<file path="src/rtl/bus_arbiter.sv">
// Two-master, one-slave round-robin bus arbiter with a registered owner and a
// timeout watchdog that force-completes a transaction the slave never acknowledges.
module bus_arbiter #(
  parameter int unsigned TIMEOUT   = 16,
  parameter logic [31:0] ERR_RDATA = 32'h0000_0000
) (
  input  logic        i_CLK,
  input  logic        i_RST_N,
  input  logic        i_M0_REQ,
  input  logic [31:0] i_M0_ADDR,
  input  logic [31:0] i_M0_WDATA,
  input  logic        i_M0_WE,
  input  logic        i_M0_RE,
  input  logic [1:0]  i_M0_HB,
  output logic        o_M0_GNT,
  output logic [31:0] o_M0_RDATA,
  output logic        o_M0_ERR,
  input  logic        i_M1_REQ,
  input  logic [31:0] i_M1_ADDR,
  input  logic [31:0] i_M1_WDATA,
  input  logic        i_M1_WE,
  input  logic        i_M1_RE,
  input  logic [1:0]  i_M1_HB,
  output logic        o_M1_GNT,
  output logic [31:0] o_M1_RDATA,
  output logic        o_M1_ERR,
  output logic        o_S_CS,
  output logic [31:0] o_S_ADDR,
  output logic [31:0] o_S_WDATA,
  output logic        o_S_WE,
  output logic        o_S_RE,
  output logic [1:0]  o_S_HB,
  input  logic [31:0] i_S_RDATA,
  input  logic        i_S_ACK,
  output logic        o_BUSY
);

  typedef enum logic [1:0] {
    IDLE = 2'd0,
    OWN0 = 2'd1,
    OWN1 = 2'd2
  } state_e;

  localparam logic [7:0] TMO_LAST = 8'(TIMEOUT - 1);

  state_e      state_q, state_d;
  logic        last_owner_q, last_owner_d;
  logic [7:0]  tmo_cnt_q, tmo_cnt_d;
  logic        owning, tmo_hit, done;
  logic [31:0] resp_rdata;

  assign owning  = (state_q != IDLE);
  assign tmo_hit = (tmo_cnt_q == TMO_LAST);
  // An ACK in the final watchdog cycle still counts as a normal completion.
  assign done    = owning && (i_S_ACK || tmo_hit);

  always_comb begin
    // NOTE: every signal assigned here gets a default first so no latch is inferred.
    state_d      = state_q;
    last_owner_d = last_owner_q;
    tmo_cnt_d    = tmo_cnt_q;
    unique case (state_q)
      IDLE: begin
        if (i_M0_REQ && i_M1_REQ) state_d = last_owner_q ? OWN0 : OWN1;
        else if (i_M0_REQ)        state_d = OWN0;
        else if (i_M1_REQ)        state_d = OWN1;
      end
      OWN0, OWN1: begin
        if (done) begin
          state_d      = IDLE;
          last_owner_d = (state_q == OWN1);
          tmo_cnt_d    = '0;
        end else begin
          tmo_cnt_d = tmo_cnt_q + 8'd1;
        end
      end
      default: state_d = IDLE;
    endcase
  end

  always_ff @(posedge i_CLK or negedge i_RST_N) begin
    // NOTE: state registers use non-blocking assignments so every flop samples pre-edge values.
    if (!i_RST_N) begin
      state_q      <= IDLE;
      last_owner_q <= 1'b1;
      tmo_cnt_q    <= '0;
    end else begin
      state_q      <= state_d;
      last_owner_q <= last_owner_d;
      tmo_cnt_q    <= tmo_cnt_d;
    end
  end

  always_comb begin
    o_S_CS    = 1'b0;
    o_S_ADDR  = '0;
    o_S_WDATA = '0;
    o_S_WE    = 1'b0;
    o_S_RE    = 1'b0;
    o_S_HB    = '0;
    unique case (state_q)
      OWN0: begin
        o_S_CS    = 1'b1;
        o_S_ADDR  = i_M0_ADDR;
        o_S_WDATA = i_M0_WDATA;
        o_S_WE    = i_M0_WE;
        o_S_RE    = i_M0_RE;
        o_S_HB    = i_M0_HB;
      end
      OWN1: begin
        o_S_CS    = 1'b1;
        o_S_ADDR  = i_M1_ADDR;
        o_S_WDATA = i_M1_WDATA;
        o_S_WE    = i_M1_WE;
        o_S_RE    = i_M1_RE;
        o_S_HB    = i_M1_HB;
      end
      default: ;
    endcase
  end

  assign resp_rdata = i_S_ACK ? i_S_RDATA : ERR_RDATA;

  assign o_M0_GNT   = done && (state_q == OWN0);
  assign o_M0_RDATA = o_M0_GNT ? resp_rdata : '0;
  assign o_M0_ERR   = o_M0_GNT && !i_S_ACK;

  assign o_M1_GNT   = done && (state_q == OWN1);
  assign o_M1_RDATA = o_M1_GNT ? resp_rdata : '0;
  assign o_M1_ERR   = o_M1_GNT && !i_S_ACK;

  assign o_BUSY = owning;

endmodule
</file>
<file path="config.mk">
export PLATFORM = sky130hd
export DESIGN_NAME = bus_arbiter
export DESIGN_NICKNAME = d
export VERILOG_FILES = /design/src/rtl/bus_arbiter.sv
export SDC_FILE = /design/constraint.sdc
export NUM_CORES = 1
export LEC_CHECK = 0
export ABC_AREA = 0
export CAP_MARGIN = 20
export CORE_AREA = 4 4 118 120
export DETAILED_ROUTE_END_ITERATION = 10
export DIE_AREA = 0 0 122 124
export HOLD_SLACK_MARGIN = 0.03
export SLEW_MARGIN = 25
export SYNTH_ARGS = -nofsm -noshare
export SYNTH_HDL_FRONTEND = slang
export SYNTH_SLANG_ARGS = --single-unit
</file>
<file path="constraint.sdc">
create_clock -name i_CLK -period 4.7 [get_ports i_CLK]
set_clock_uncertainty 0.2 [all_clocks]
set_input_delay 1.175 -clock i_CLK [delete_from_list [all_inputs] [get_ports i_CLK]]
set_output_delay 1.175 -clock i_CLK [all_outputs]
set_load 0.01 [all_outputs]
</file>
After elaboration in Yosys (flattened, before gate mapping)

Index checks and enable logic that the tools add are counted.

Add/subtract/negate cells: 1
Eq/ne operators: 5
Muxes and demuxes: 16
Reduce and logical (&&, ||, !) cells: 13

Operators by type and width:

| cell                  | count |
|---|---|
| $pmux W32 S2          | 2 |
| $mux W32              | 3 |
| $mux W2               | 5 |
| $add A8 B1 Y8 const B | 1 |
| $eq A8 B4 Y1 const B  | 1 |
| $mux W8               | 1 |
| $pmux W2 S2           | 2 |
| $logic_and A1 B1 Y1   | 6 |
| $ne A4 B4 Y1 const B  | 1 |
| $pmux W1 S2           | 2 |
| $reduce_and A2 Y1     | 2 |
| $eq A2 B1 Y1 const B  | 1 |
| $eq A2 B2 Y1 const B  | 1 |
| $logic_not A2 Y1      | 1 |
| $ne A2 B1 Y1 const B  | 1 |
| $reduce_bool A2 Y1    | 1 |
| $reduce_or A2 Y1      | 1 |
| $logic_not A1 Y1      | 1 |
| $logic_or A1 B1 Y1    | 1 |
| $mux W1               | 1 |

Register bits after elaboration: 11
Bits of input ports: 173
Output and inout port bits: 138
Word-level logic and storage cells: 38

Longest topological paths before layout

Word-level depth: 5
Gate-level depth with buffers: 7
Depth with buffers taken out: 6

Worst setup path after synthesis

No wires, ideal clock.

Path kind: input-to-output
Start: in i_S_ACK
End: out o_M1_RDATA[10]
Arrival: 1.995 ns
Data required time: 3.325 ns
Path slack: 1.330 ns
Cell stages on the path: 4
Buffers on the path: 2
Path through: and2b_1 -> clkbuf_1 -> clkbuf_1 -> and3_1

Word-level cells in the longest chain between the ends: 4
Elaborated cells between the ends (all ways): 5
Those cells by class: mux (2); reduce/logical (3)

RTL lines:

| item                | RTL line | text |
|---|---|---|
| from (decl)         | 34       | `input logic i_S_ACK,` |
| $logic_or A1 B1 Y1  | 55       | `assign done = owning && (i_S_ACK \|\| tmo_hit);` |
| $logic_and A1 B1 Y1 | 55       |  |
| $logic_and A1 B1 Y1 | 128      | `assign o_M1_GNT = done && (state_q == OWN1);` |
| $mux W32 *          | 129      | `assign o_M1_RDATA = o_M1_GNT ? resp_rdata : '0;` |
| to (decl)           | 25       | `output logic [31:0] o_M1_RDATA,` |

Mark *: on every way between the ends. The rest lies on a longest branch, timed or not.

Worst setup path in the final report

Start: in i_S_ACK
End: out o_M1_RDATA[16]

The elaborated chain is that of the path after synthesis.

==> results_dict.tcl <==
set metrics [dict create \
    ys_top_cells_by_count "nor2_1 (71), a22oi_1 (68), and3_1 (66)" \
    crit_type "in2out" \
    hold_buffers 0 \
    routabilityCongestion 0.8385 \
    drc 0 \
    p_leak_uw 0.002129 \
    cts_resized 0 \
    portBuffers 310 \
    first_iter_violations 150 \
    area_delta_synth_final_pct 168.2 \
    placed_area_um2 5246 \
    fp.dieW_um 122 \
    r2r_slack_ns 2.29 \
    grt_pass1_wl_um 18400 \
    netlist_instances 310 \
    grt_pass1_vias 3404 \
    startpoint "i_S_ACK" \
    syn_nets 487 \
    wl_met1_um 4866 \
    slew_viol_final 0 \
    status "completed" \
    synthTopCellsByArea "a22oi_1 (26%), and3_1 (21%), nor2_1 (13%)" \
    fp-row-count 42 \
    synth_most_common_cell "nor2_1" \
    grt_usage 0.1516 \
    seq_area_frac_synth 0.1393 \
    wl_um 12720 \
    synth.avg_cell_area_um2 6.405 \
    root_buffer "clkbuf_16" \
    rsz0062_at_grt "no" \
    synth_warnings 0 \
    placeableCoreArea_um2 12980 \
    postCtsSetupRepairBufs 0 \
    overflow 0 \
    hp-class "reg2reg" \
    met3_length_um 1502 \
    cpMostUsedCell "clkdlybuf4s50_1" \
    ys_ff_latch 11 \
    crit_path_start_kind "input pin" \
    timing.hold.ws_ns 0.2807 \
    power_uw 1921 \
    r2r_start "state_q[0]" \
    ioPinCount 311 \
    post-place-ws_ns 0.3756 \
    wire_per_inst_um 16.54 \
    htree_levels 1 \
    final.setup.tns_ns 0 \
    synth_edf_count 0 \
    crit_chain "clkdlybuf4s50_1 -> and2b_1 -> buf_4 -> and3_1 -> clkdlybuf4s50_1" \
    highest_layer "met4" \
    final_area_um2 5325 \
    ant_nets 0 \
    tightest_slew_ns 0.5693 \
    antenna_cells 0 \
    final.min_clock_period_ns 4.337 \
    crit_end "o_M1_RDATA[16]" \
    dieArea_um2 15130 \
    clk_latency_ns 0.24 \
    peakVddDrop_uv 250.5 \
    grt_max_degree 64 \
    tritoncts "built" \
    viasPerCell 4.610 \
    hold_viol_final 0 \
    antenna_found_initial 0 \
    drive_above_1_share 0.02867 \
    nets 771 \
    dr.pass1.iters 4 \
    dr_total_vias 3545 \
    critPathSlowestCell "clkdlybuf4s50_1" \
    yosysTopAreaCell "a22oi_1" \
    setup.worst_path.end_class "output port" \
    power_density_nw_per_um2 360.8 \
    max_freq_mhz 230.6 \
    final-setup-viol-count 0 \
    worstPathRequired_ns 3.32 \
    synth_flop_cell "dfrtp_1" \
    post-route-period-util 0.9227 \
    worstPathMaxFanout 46 \
    async_reset_ff_frac 1.000 \
    dr_wl_met2_um 6080 \
    start_util 0.1530 \
    cts_max_path_buffers 2 \
    relSlewSlack 0.6204 \
    path_clk_slew_ns 0.04 \
    cts_made_buffers 3 \
    die_h_um 124 \
    r2r-end "tmo_cnt_q[3]" \
    drv_cap 0 \
    ff2ff_path_depth 6 \
    synth_cell_types 31 \
    dpl.hpwl_um 10430 \
    synth_top_area_share 0.2571 \
    cp.arrival_ns 2.96 \
    syn_area_um2 1986 \
    fin_ws_ns 0.3635 \
    critical-path-max-stage-delay_ns 0.58 \
    numClockSinks 11 \
]
==> worst max-delay path: cells and delay by family <==
kind,cells,cell delay [ns]
buf+inv,3,1.41
simple gates,2,0.36
==> final cells by class <==
type / count / area, um^2
Multi-Input combinational cell: 256 / 1563
Tap cell: 176 / 220.2
Inverter: 5 / 18.77
Sequential cell: 11 / 276.5
Clock buffer: 4 / 78.83
Fill cell: 1338 / 7655
Timing Repair Buffer: 317 / 3168
==> layout by cell type (no fill, tap or decap), types with 2 or more instances in the layout <==
master	instances
inv_1	4
nand3_1	6
a21oi_1	2
buf_4	6
o2bb2ai_1	3
nor2_1	71
ha_1	2
and2_1	2
and2b_1	3
o21ai_0	4
clkbuf_16	3
nor3_1	2
nand2_1	8
nand4b_1	2
dfrtp_1	10
and3_1	66
clkdlybuf4s50_1	310
mux2i_1	2
nor4_1	2
a22oi_1	68
==> where the power goes <==
part	switching, uW	internal, uW	total [uW]
Combinational	826	759	1590
Clock	41.8	114	156
Sequential	44.2	136	180
==> logic make-up (layout without fill, tap and decap cells) <==
logic type,after synthesis,after routing,share of synthesized area
AND/OR/NAND/NOR,165,165,0.4222
buffers and inverters,43,326,0.08128
AO/OA/AOI/OAI,84,84,0.3163
multiplexers,3,3,0.01575
adder cells (fa/ha/maj),4,4,0.02521
flip-flops,11,11,0.1393
==> metal layers <==
metal,vias up,GRT usage
met1,1590,0.1788
li1,1715,-
met4,0,0.04552
met5,-,0
met2,223,0.2683
met3,17,0.04178
==> registers in the layout (all words and copies together) (netlist names) <==
signal / count
tmo_cnt_q: 8
state_q: 2
last_owner_q: 1
==> worst min path at each step <==
stage	startpoint	to	slack [ns]	depth (start not counted)
floorplan	last_owner_q	last_owner_q	0.26	2
CTS	last_owner_q	last_owner_q	0.29	2
finish	last_owner_q	last_owner_q	0.28	2
global route	last_owner_q	last_owner_q	0.31	2
detailed placement	last_owner_q	last_owner_q	0.28	2
global placement	last_owner_q	last_owner_q	0.28	2
==> stage by stage <==
stage / utilization / cells
3_5_place_dp: 0.4042 / 765
4_1_cts: 0.4103 / 769
2_1_floorplan: - / 310
6_report: 0.4103 / 769
3_3_place_gp: 0.4042 / 765
5_1_grt: 0.4103 / 769
Power figures use the tool's default switching activity.
